**src/rtl/intan_fifo_reader.sv**
```systemverilog
// intan_fifo_reader: on a start request, waits for the upstream intan FIFO to
// hold a frame, then reads WORD_NUM words as high/low byte pairs, presents
// each assembled word with a valid/ready handshake and pulses fd_read when
// the transfer completes or times out.
// Optional build macro INTAN_RX_STABLE_EN: when defined, each byte is only
// accepted after STABLE_CNT consecutive identical samples (the FIFO data may
// be unstable across clock domains); otherwise each byte read takes a single
// cycle and latches its first sample.
module intan_fifo_reader #(
  parameter int WORD_NUM   = 8,
  parameter int STABLE_CNT = 3,
  parameter int TIMEOUT    = 255
) (
  input  logic        clk,
  input  logic        rst,
  input  logic        fs_read,
  output logic        fd_read,
  input  logic        fifo_full,
  output logic [1:0]  fifo_rxen,
  input  logic [15:0] fifo_rxd,
  output logic [15:0] dout,
  output logic        dout_valid,
  input  logic        dout_ready,
  output logic        err
);

  localparam int TW = $clog2(TIMEOUT + 1);
  localparam int WW = (WORD_NUM > 1) ? $clog2(WORD_NUM) : 1;

  if (WORD_NUM < 1 || STABLE_CNT < 2 || TIMEOUT < 1) begin : g_param_check
    $error("intan_fifo_reader: illegal parameter value");
  end

  typedef enum logic [2:0] {IDLE, WAIT, RDH, RDL, SEND, DONE} state_t;

  state_t        state, state_n;
  logic [TW-1:0] tcnt;
  logic [WW-1:0] wcnt;
  logic [7:0]    hi_byte;
  logic [7:0]    byte_in;
  logic          byte_ok;
  logic          at_limit;
  logic          tout;
  logic          last_word;

  // Byte lane under test: high byte while in RDH, low byte otherwise
  always_comb begin
    byte_in = (state == RDH) ? fifo_rxd[15:8] : fifo_rxd[7:0];
  end

  // The TIMEOUT-th cycle spent in a guarded state is the last one allowed
  assign at_limit  = (tcnt == TW'(TIMEOUT - 1));
  assign last_word = (wcnt == WW'(WORD_NUM - 1));

`ifdef INTAN_RX_STABLE_EN
  localparam int MW = $clog2(STABLE_CNT + 1);

  logic [7:0]    samp_q;
  logic [MW-1:0] mcnt_q;
  logic [MW-1:0] mcnt_n;

  // Run length of identical samples; the first cycle in a state starts a new run
  always_comb begin
    mcnt_n = MW'(1);
    if (tcnt != '0 && byte_in == samp_q) mcnt_n = mcnt_q + MW'(1);
    byte_ok = (mcnt_n == MW'(STABLE_CNT));
  end

  // Sample register and match counter, only advanced while reading a byte
  always_ff @(posedge clk or posedge rst) begin
    if (rst) begin
      samp_q <= '0;
      mcnt_q <= '0;
    end else if (state == RDH || state == RDL) begin
      samp_q <= byte_in;
      mcnt_q <= mcnt_n;
    end
  end
`else
  // Without the filter every byte read completes on its first cycle
  assign byte_ok = 1'b1;
`endif

  // State register
  always_ff @(posedge clk or posedge rst) begin
    if (rst) state <= IDLE;
    else     state <= state_n;
  end

  // Next-state and state-decoded outputs
  always_comb begin
    state_n    = state;
    tout       = 1'b0;
    fifo_rxen  = 2'b00;
    fd_read    = 1'b0;
    dout_valid = 1'b0;
    case (state)
      IDLE: begin
        if (fs_read) state_n = WAIT;
      end
      WAIT: begin
        if (fifo_full) begin
          state_n = RDH;
        end else if (at_limit) begin
          state_n = DONE;
          tout    = 1'b1;
        end
      end
      RDH: begin
        fifo_rxen = 2'b10;
        if (byte_ok) begin
          state_n = RDL;
        end else if (at_limit) begin
          state_n = DONE;
          tout    = 1'b1;
        end
      end
      RDL: begin
        fifo_rxen = 2'b01;
        if (byte_ok) begin
          state_n = SEND;
        end else if (at_limit) begin
          state_n = DONE;
          tout    = 1'b1;
        end
      end
      SEND: begin
        dout_valid = 1'b1;
        if (dout_ready) state_n = last_word ? DONE : RDH;
      end
      DONE: begin
        fd_read = 1'b1;
        state_n = IDLE;
      end
      default: state_n = IDLE;
    endcase
  end

  // Per-state cycle counter (saturating), word counter, byte/word capture, error flag
  always_ff @(posedge clk or posedge rst) begin
    if (rst) begin
      tcnt    <= '0;
      wcnt    <= '0;
      hi_byte <= '0;
      dout    <= '0;
      err     <= 1'b0;
    end else begin
      if (state_n != state)           tcnt <= '0;
      else if (tcnt != TW'(TIMEOUT))  tcnt <= tcnt + TW'(1);

      if (state == WAIT)                                  wcnt <= '0;
      else if (state == SEND && dout_ready && !last_word) wcnt <= wcnt + WW'(1);

      if (state == RDH && byte_ok) hi_byte <= byte_in;
      if (state == RDL && byte_ok) dout    <= {hi_byte, byte_in};

      if (state == IDLE && fs_read) err <= 1'b0;
      else if (tout)                err <= 1'b1;
    end
  end

endmodule

```
**config.mk**
```make
export PLATFORM = sky130hd
export DESIGN_NAME = intan_fifo_reader
export DESIGN_NICKNAME = d
export VERILOG_FILES = /design/src/rtl/intan_fifo_reader.sv
export SDC_FILE = /design/constraint.sdc
export NUM_CORES = 1
export LEC_CHECK = 0
export BUFFER_PORTS_ARGS = -buffer_cell sky130_fd_sc_hd__buf_2
export CAP_MARGIN = 20
export CORE_UTILIZATION = 45
export DETAILED_ROUTE_END_ITERATION = 10
export GPL_TIMING_DRIVEN = 0
export HOLD_SLACK_MARGIN = 0.02
export PLACE_DENSITY = 0.8
export SYNTH_ARGS = -nofsm -noshare
export SYNTH_HDL_FRONTEND = slang
export SYNTH_SLANG_ARGS = --single-unit
```
**constraint.sdc**
```tcl
create_clock -name clk -period 2.03 [get_ports clk]
set_input_delay 0.203 -clock clk [delete_from_list [all_inputs] [get_ports clk]]
set_output_delay 0.203 -clock clk [all_outputs]
set_load 0.02 [all_outputs]
```
==> results_dict.tcl, run 1 <==
set metrics [dict create \
    status "finished clean" \
    ctsResizeCount 0 \
    grt_max_degree 40 \
    p_sw_uw 1160 \
    rows 22 \
    clk_latency_ns 0.29 \
    cts_setup_buffers 0 \
    cts_buffers 5 \
    ys_ff_latch 39 \
    vdd_ir_drop_max_mv 0.7813 \
    synth_fp_nets 166 \
    worstSetupPathDepth 4 \
    switching_share 0.3442 \
    syn2layout_area_growth_pct 21.72 \
    yosysSeqAreaShare 0.5328 \
    place.gp.congestion 0.7441 \
    grt.total_usage 0.1694 \
    rsz0062_at_grt "false" \
    period_share 0.8427 \
    nNetsFinal 214 \
    clockPowerShare 0.227 \
    slew_headroom 0.4744 \
    required_ns 1.83 \
    grt_antenna_before_repair 0 \
    synthFlopType "dfrtp_1" \
    drt_pass1_iterations 4 \
    overflow 0 \
    drv_slew 0 \
    synth_area_leaders "dfrtp_1, mux2_2, ha_1" \
    final_cells 238 \
    yosysUniqueCellTypes 37 \
    cp-end-kind "output port" \
    p_leak_uw 0.001071 \
    worst_pin_slew_ns 0.7872 \
    crit_slowest_cell "dfrtp_1" \
    crit_family "buffers and inverters" \
    hold-worst-slack_ns 0.05738 \
    setup_ws_ns 0.3194 \
    synthArstFlopShare 1.000 \
    maxCapViolCount 0 \
    crit_chain "buf_4, nor3b_1, buf_2, buf_2" \
    path_clk_slew_ns 0.08 \
    yosysTopAreaCell "dfrtp_1" \
    die_y_microns 65.80 \
    arrival_ns 1.51 \
    p_int_uw 2209 \
    fin_crit_ns 1.711 \
    place_hpwl_microns 2309 \
    cts-root-buf "clkbuf_8" \
    cts_tree "built" \
    synth_commonest_cells "dfrtp_1, mux2_2, nor2_1" \
    crit_fanout 10 \
    layout-drive-gt1-share 0.4684 \
    finalSetupTns_ns 0 \
    cts_buffer_depth 2 \
    setup_violations 0 \
    slowest_delay_ns 0.38 \
    crit_buf_inv 3 \
    skew_ns 0.004774 \
    yosys_warnings 0 \
    num_vias 1242 \
    holdBufCountCts 0 \
    ant_nets 0 \
    ios 42 \
    synth_cells 141 \
    power.density_mw_per_mm2 1511 \
    worst_setup_path_start_kind "register" \
    start_util 0.4857 \
    cts.sinks 39 \
    die_x_microns 65.80 \
    p_total_uw 3369 \
    htreeDepth 2 \
    drt_wl_total_microns 3193 \
    grt_pass1_vias 1195 \
    syn_avg_cell_area_sq_um 12.99 \
    worstRegToRegCells 6 \
    place_inst 230 \
    min_path_type "primary input to asynchronous set/reset pin" \
    max_freq_mhz 584.6 \
    dp_slack_ns 0.4046 \
    io_buffers 41 \
    viasPerCell 5.218 \
    path_class "register to output port" \
    synth_area_sq_mm 0.001832 \
    yosysTopAreaCellShare 0.5328 \
    synth.most_common_cell "dfrtp_1" \
    synth-edff-count 0 \
    comb_power_share 0.403 \
    antennaDiodeCount 0 \
    drc_errors 0 \
    critPathMostFrequentCell "buf_2" \
    drt-initial-drc-count 38 \
    dieArea_sq_mm 0.004330 \
    hold_viol_final 0 \
    grt_pass1_wl_microns 5299 \
    drt-wirelength-per-cell_microns 13.42 \
    p_seq_frac 0.371 \
    coreArea_sq_mm 0.003771 \
]
## placed cells by master (no fill, tap or decap), types with 2 or more instances in the layout
cell type  synthesis  final
nor2_1            11     11
inv_1              5      4
buf_4              3      3
clkbuf_8           0      5
a211oi_2           3      3
xor2_1             2      2
nand3_1            3      3
mux2_2            26     26
o21ai_0            4      4
a22o_1             5      5
nor2b_1            2      2
nand2_1            5      5
a21oi_1            4      4
buf_2              1     42
ha_1               4      4
nor3b_1            2      2
bufinv_16          0      2
dfrtp_1           39     39
o211ai_1           2      2
## area by class of cell
cell class / instances / area, sq um
Buffer: 5 / 38.79
Inverter: 5 / 18.77
Tap cell: 48 / 60.06
Clock buffer: 6 / 72.57
Clock inverter: 2 / 60.06
Timing Repair Buffer: 41 / 205.2
Multi-Input combinational cell: 92 / 798.3
Fill cell: 318 / 1541
Sequential cell: 39 / 975.9
## metrics by stage
step           utilization  area [sq um]
3_5_place_dp        0.5561          2097
3_3_place_gp        0.5561          2097
2_1_floorplan            -          1832
4_1_cts             0.5912          2230
6_report            0.5912          2230
5_1_grt             0.5912          2230
## power groups by stage
stage	logic, uW	registers [uW]	clock network, uW
global route	1480	1290	805
floorplan	823	1450	0
CTS	1380	1250	777
finish	1360	1250	763
detailed placement	1380	1270	0
global placement	1340	1250	0
## cells by family (layout without fill, tap and decap cells)
family	after synthesis	after routing	share of synthesized area
buffers and inverters	10	59	0.03142
muxes	27	27	0.1653
adders and majority gates	4	4	0.02732
and+or+nand+nor	33	33	0.1189
AOI/OAI and AO/OA	25	25	0.1100
DFF	39	39	0.5328
xor gates and xnor gates	3	3	0.01435
## registers in the layout, indices dropped and copies added (netlist names)
register	count
tcnt	8
wcnt	3
hi_byte	8
dout	16
err	1
state	3
## path summary, 6_finish.rpt
path / from / end / slack, ns
hold / removal: rst / err$_DFFE_PP0P_ / 0.06
setup reg to reg: wcnt[0]$_DFFE_PP0P_ / wcnt[0]$_DFFE_PP0P_ / 0.39
hold reg to reg: dout[10]$_DFFE_PP0P_ / dout[10]$_DFFE_PP0P_ / 0.50
setup / recovery: state[0]$_DFF_PP0_ / fifo_rxen[1] / 0.32
min in group clk: fifo_rxd[14] / hi_byte[6]$_DFFE_PP0P_ / 0.14
max in group asynchronous: rst / tcnt[2]$_DFFE_PP0P_ / 1.48
## worst reg2reg max path: cells and delay by family (launching register included)
family	cells	cell delay, ns
flops	1	0.41
simple gates	2	0.27
fa+ha+maj	2	0.41
compound gates	2	0.45
## layer usage
metal | up-vias | part of all wire | GRT usage
met3 | 5 | 0.046 | 0.05862
li1 | 600 | - | -
met5 | - | 0 | 0
met2 | 27 | 0.50 | 0.2717
met4 | 0 | 0.012 | 0.08152
met1 | 610 | 0.44 | 0.2016
Power figures use the tool's default switching activity.
==> inputs of run 2 (changes only) <==
Settings changed: PLACE_DENSITY 0.8 to 0.83.
Clock period 2.03 ns to 1.5 ns, I/O delays scaled along.
==> results_dict.tcl, run 2 (synthesized netlist as in run 1, its figures left out) <==
set metrics [dict create \
    drt_pass1_iterations 6 \
    ant_nets 0 \
    crit_buf_inv 1 \
    worst_pin_slew_ns 0.8121 \
    period_share 0.9954 \
    place.gp.congestion 0.7906 \
    viasPerCell 5.258 \
    drc_errors 0 \
    worstRegToRegCells 5 \
    cp-end-kind "register" \
    syn2layout_area_growth_pct 29.51 \
    mostFrequentLayoutCell "buf_2" \
    vdd_ir_drop_max_mv 0.9836 \
    power.density_mw_per_mm2 1938 \
    die_y_microns 65.80 \
    p_leak_uw 0.001126 \
    htreeDepth 2 \
    grt.total_usage 0.1887 \
    nNetsFinal 228 \
    worst_setup_path_start_kind "register" \
    place_hpwl_microns 2512 \
    arrival_ns 1.70 \
    cts.sinks 39 \
    slew_headroom 0.4578 \
    crit_fanout 8 \
    start_util 0.4857 \
    worstSetupPathDepth 5 \
    grt_max_degree 40 \
    crit_chain "buf_6, nand2b_4, a2bb2oi_2, a211o_4, a211oi_2" \
    p_total_uw 4598 \
    drt-wirelength-per-cell_microns 15.38 \
    cts_buffer_depth 2 \
    rsz0062_at_grt "true" \
    io_buffers 41 \
    fin_crit_ns 1.493 \
    status "finished clean" \
    maxCapViolCount 0 \
    path_clk_slew_ns 0.07 \
    worstReg2RegEnd "tcnt[3]$_DFFE_PP0P_" \
    dieArea_sq_mm 0.004330 \
    cts-root-buf "clkbuf_8" \
    crit_slowest_cell "dfrtp_2" \
    hold-worst-slack_ns 0.006434 \
    min_path_type "primary input to asynchronous set/reset pin" \
    reg2reg_from "state[2]$_DFF_PP0_" \
    slowest_delay_ns 0.46 \
    ios 42 \
    top_register "dout" \
    cts_tree "built" \
    rows 22 \
    layout-drive-gt1-share 0.5637 \
    hold_viol_final 0 \
    skew_ns 0.002881 \
    setup_violations 0 \
    crit_family "compound AO/OA/AOI/OAI gates" \
    antennaDiodeCount 0 \
    path_class "register to register" \
    die_x_microns 65.80 \
    reg2reg_slack_ns 0.007 \
    drt-initial-drc-count 78 \
    cts_buffers 5 \
    most-common-layout-cells "buf_2, dfrtp_1, mux2_2, buf_4, nor2_1" \
    num_vias 1325 \
    largest_reg_flops 16 \
    largest_registers "dout x16, hi_byte x8, tcnt x8" \
    grt_antenna_before_repair 0 \
    drt_wl_total_microns 3877 \
    overflow 0 \
    coreArea_sq_mm 0.003771 \
    max_freq_mhz 669.8 \
    grt_pass1_vias 1267 \
    required_ns 1.71 \
    clk_latency_ns 0.30 \
    drv_slew 0 \
    grt_pass1_wl_microns 5913 \
]
## run 2: cell count changes in the layout (fill, tap and decap cells not counted), moves of 2 or more
cell,before,now
ha_1,4,2
dfrtp_2,0,3
buf_2,42,38
bufinv_16,2,0
buf_4,3,16
buf_6,1,6
dfrtp_1,39,36
## run 2: final cells by class
class / instances / area, sq um
plain buffers: 5 / 45.04
clock buffers: 7 / 76.32
clock inverters: 1 / 5.005
fillers: 305 / 1399
inverters: 5 / 18.77
multi-input cells: 92 / 854.6
flip-flops and latches: 39 / 979.7
well taps: 48 / 60.06
repair buffers: 55 / 332.8
## run 2: repair_timing
item,CTS,global route
pin swaps,4,7
gates resized for setup,12,13
hold buffers,0,0
setup buffers,6,8
endpoints found under the setup margin,19,19
## run 2: how the worst max path moves through the flow
stage,from,to,slack [ns]
after floorplan,wcnt[0]$_DFFE_PP0P_,wcnt[0]$_DFFE_PP0P_,0.002
after global placement,wcnt[0]$_DFFE_PP0P_,wcnt[1]$_DFFE_PP0P_,-0.11
after detailed placement,wcnt[0]$_DFFE_PP0P_,wcnt[1]$_DFFE_PP0P_,-0.16
after CTS,state[0]$_DFF_PP0_,fifo_rxen[1],0.0004
after global routing,state[2]$_DFF_PP0_,tcnt[3]$_DFFE_PP0P_,-0.04
final,state[2]$_DFF_PP0_,tcnt[3]$_DFFE_PP0P_,0.007
## run 2: worst register-to-register path: cells and delay by family, from the launching register on
kind / cells / cell delay (ns)
DFF: 1 / 0.46
AOI/OAI and AO/OA: 3 / 0.67
and+or+nand+nor: 1 / 0.14
buffers and inverters: 1 / 0.14
## run 2: where the power goes
group | internal [uW] | leakage [uW] | switching [uW]
clock network | 326 | 0.0000422 | 352
logic | 1120 | 0.000600 | 1100
registers | 1470 | 0.000484 | 233
total | 2910 | 0.00113 | 1690
## run 2: routing by layer
metal / GRT usage / vias up / share of wire
met2: 0.2946 / 27 / 0.51
met3: 0.04828 / 6 / 0.041
met5: 0 / - / 0
li1: - / 633 / -
met4: 0.08967 / 0 / 0.016
met1: 0.2430 / 659 / 0.43
## run 2: metrics by stage
stage          instances  instance area [sq um]  setup slack [ns]  TNS (ns)  utilization
2_1_floorplan        141                   1832          0.001522         0            -
3_3_place_gp         230                   2097           -0.1141    -1.349       0.5561
3_5_place_dp         230                   2097           -0.1553   -0.7020       0.5561
4_1_cts              244                   2262         0.0004220         0       0.5999
5_1_grt              252                   2372          -0.03636   -0.1457       0.6291
6_report             252                   2372          0.006962         0       0.6291
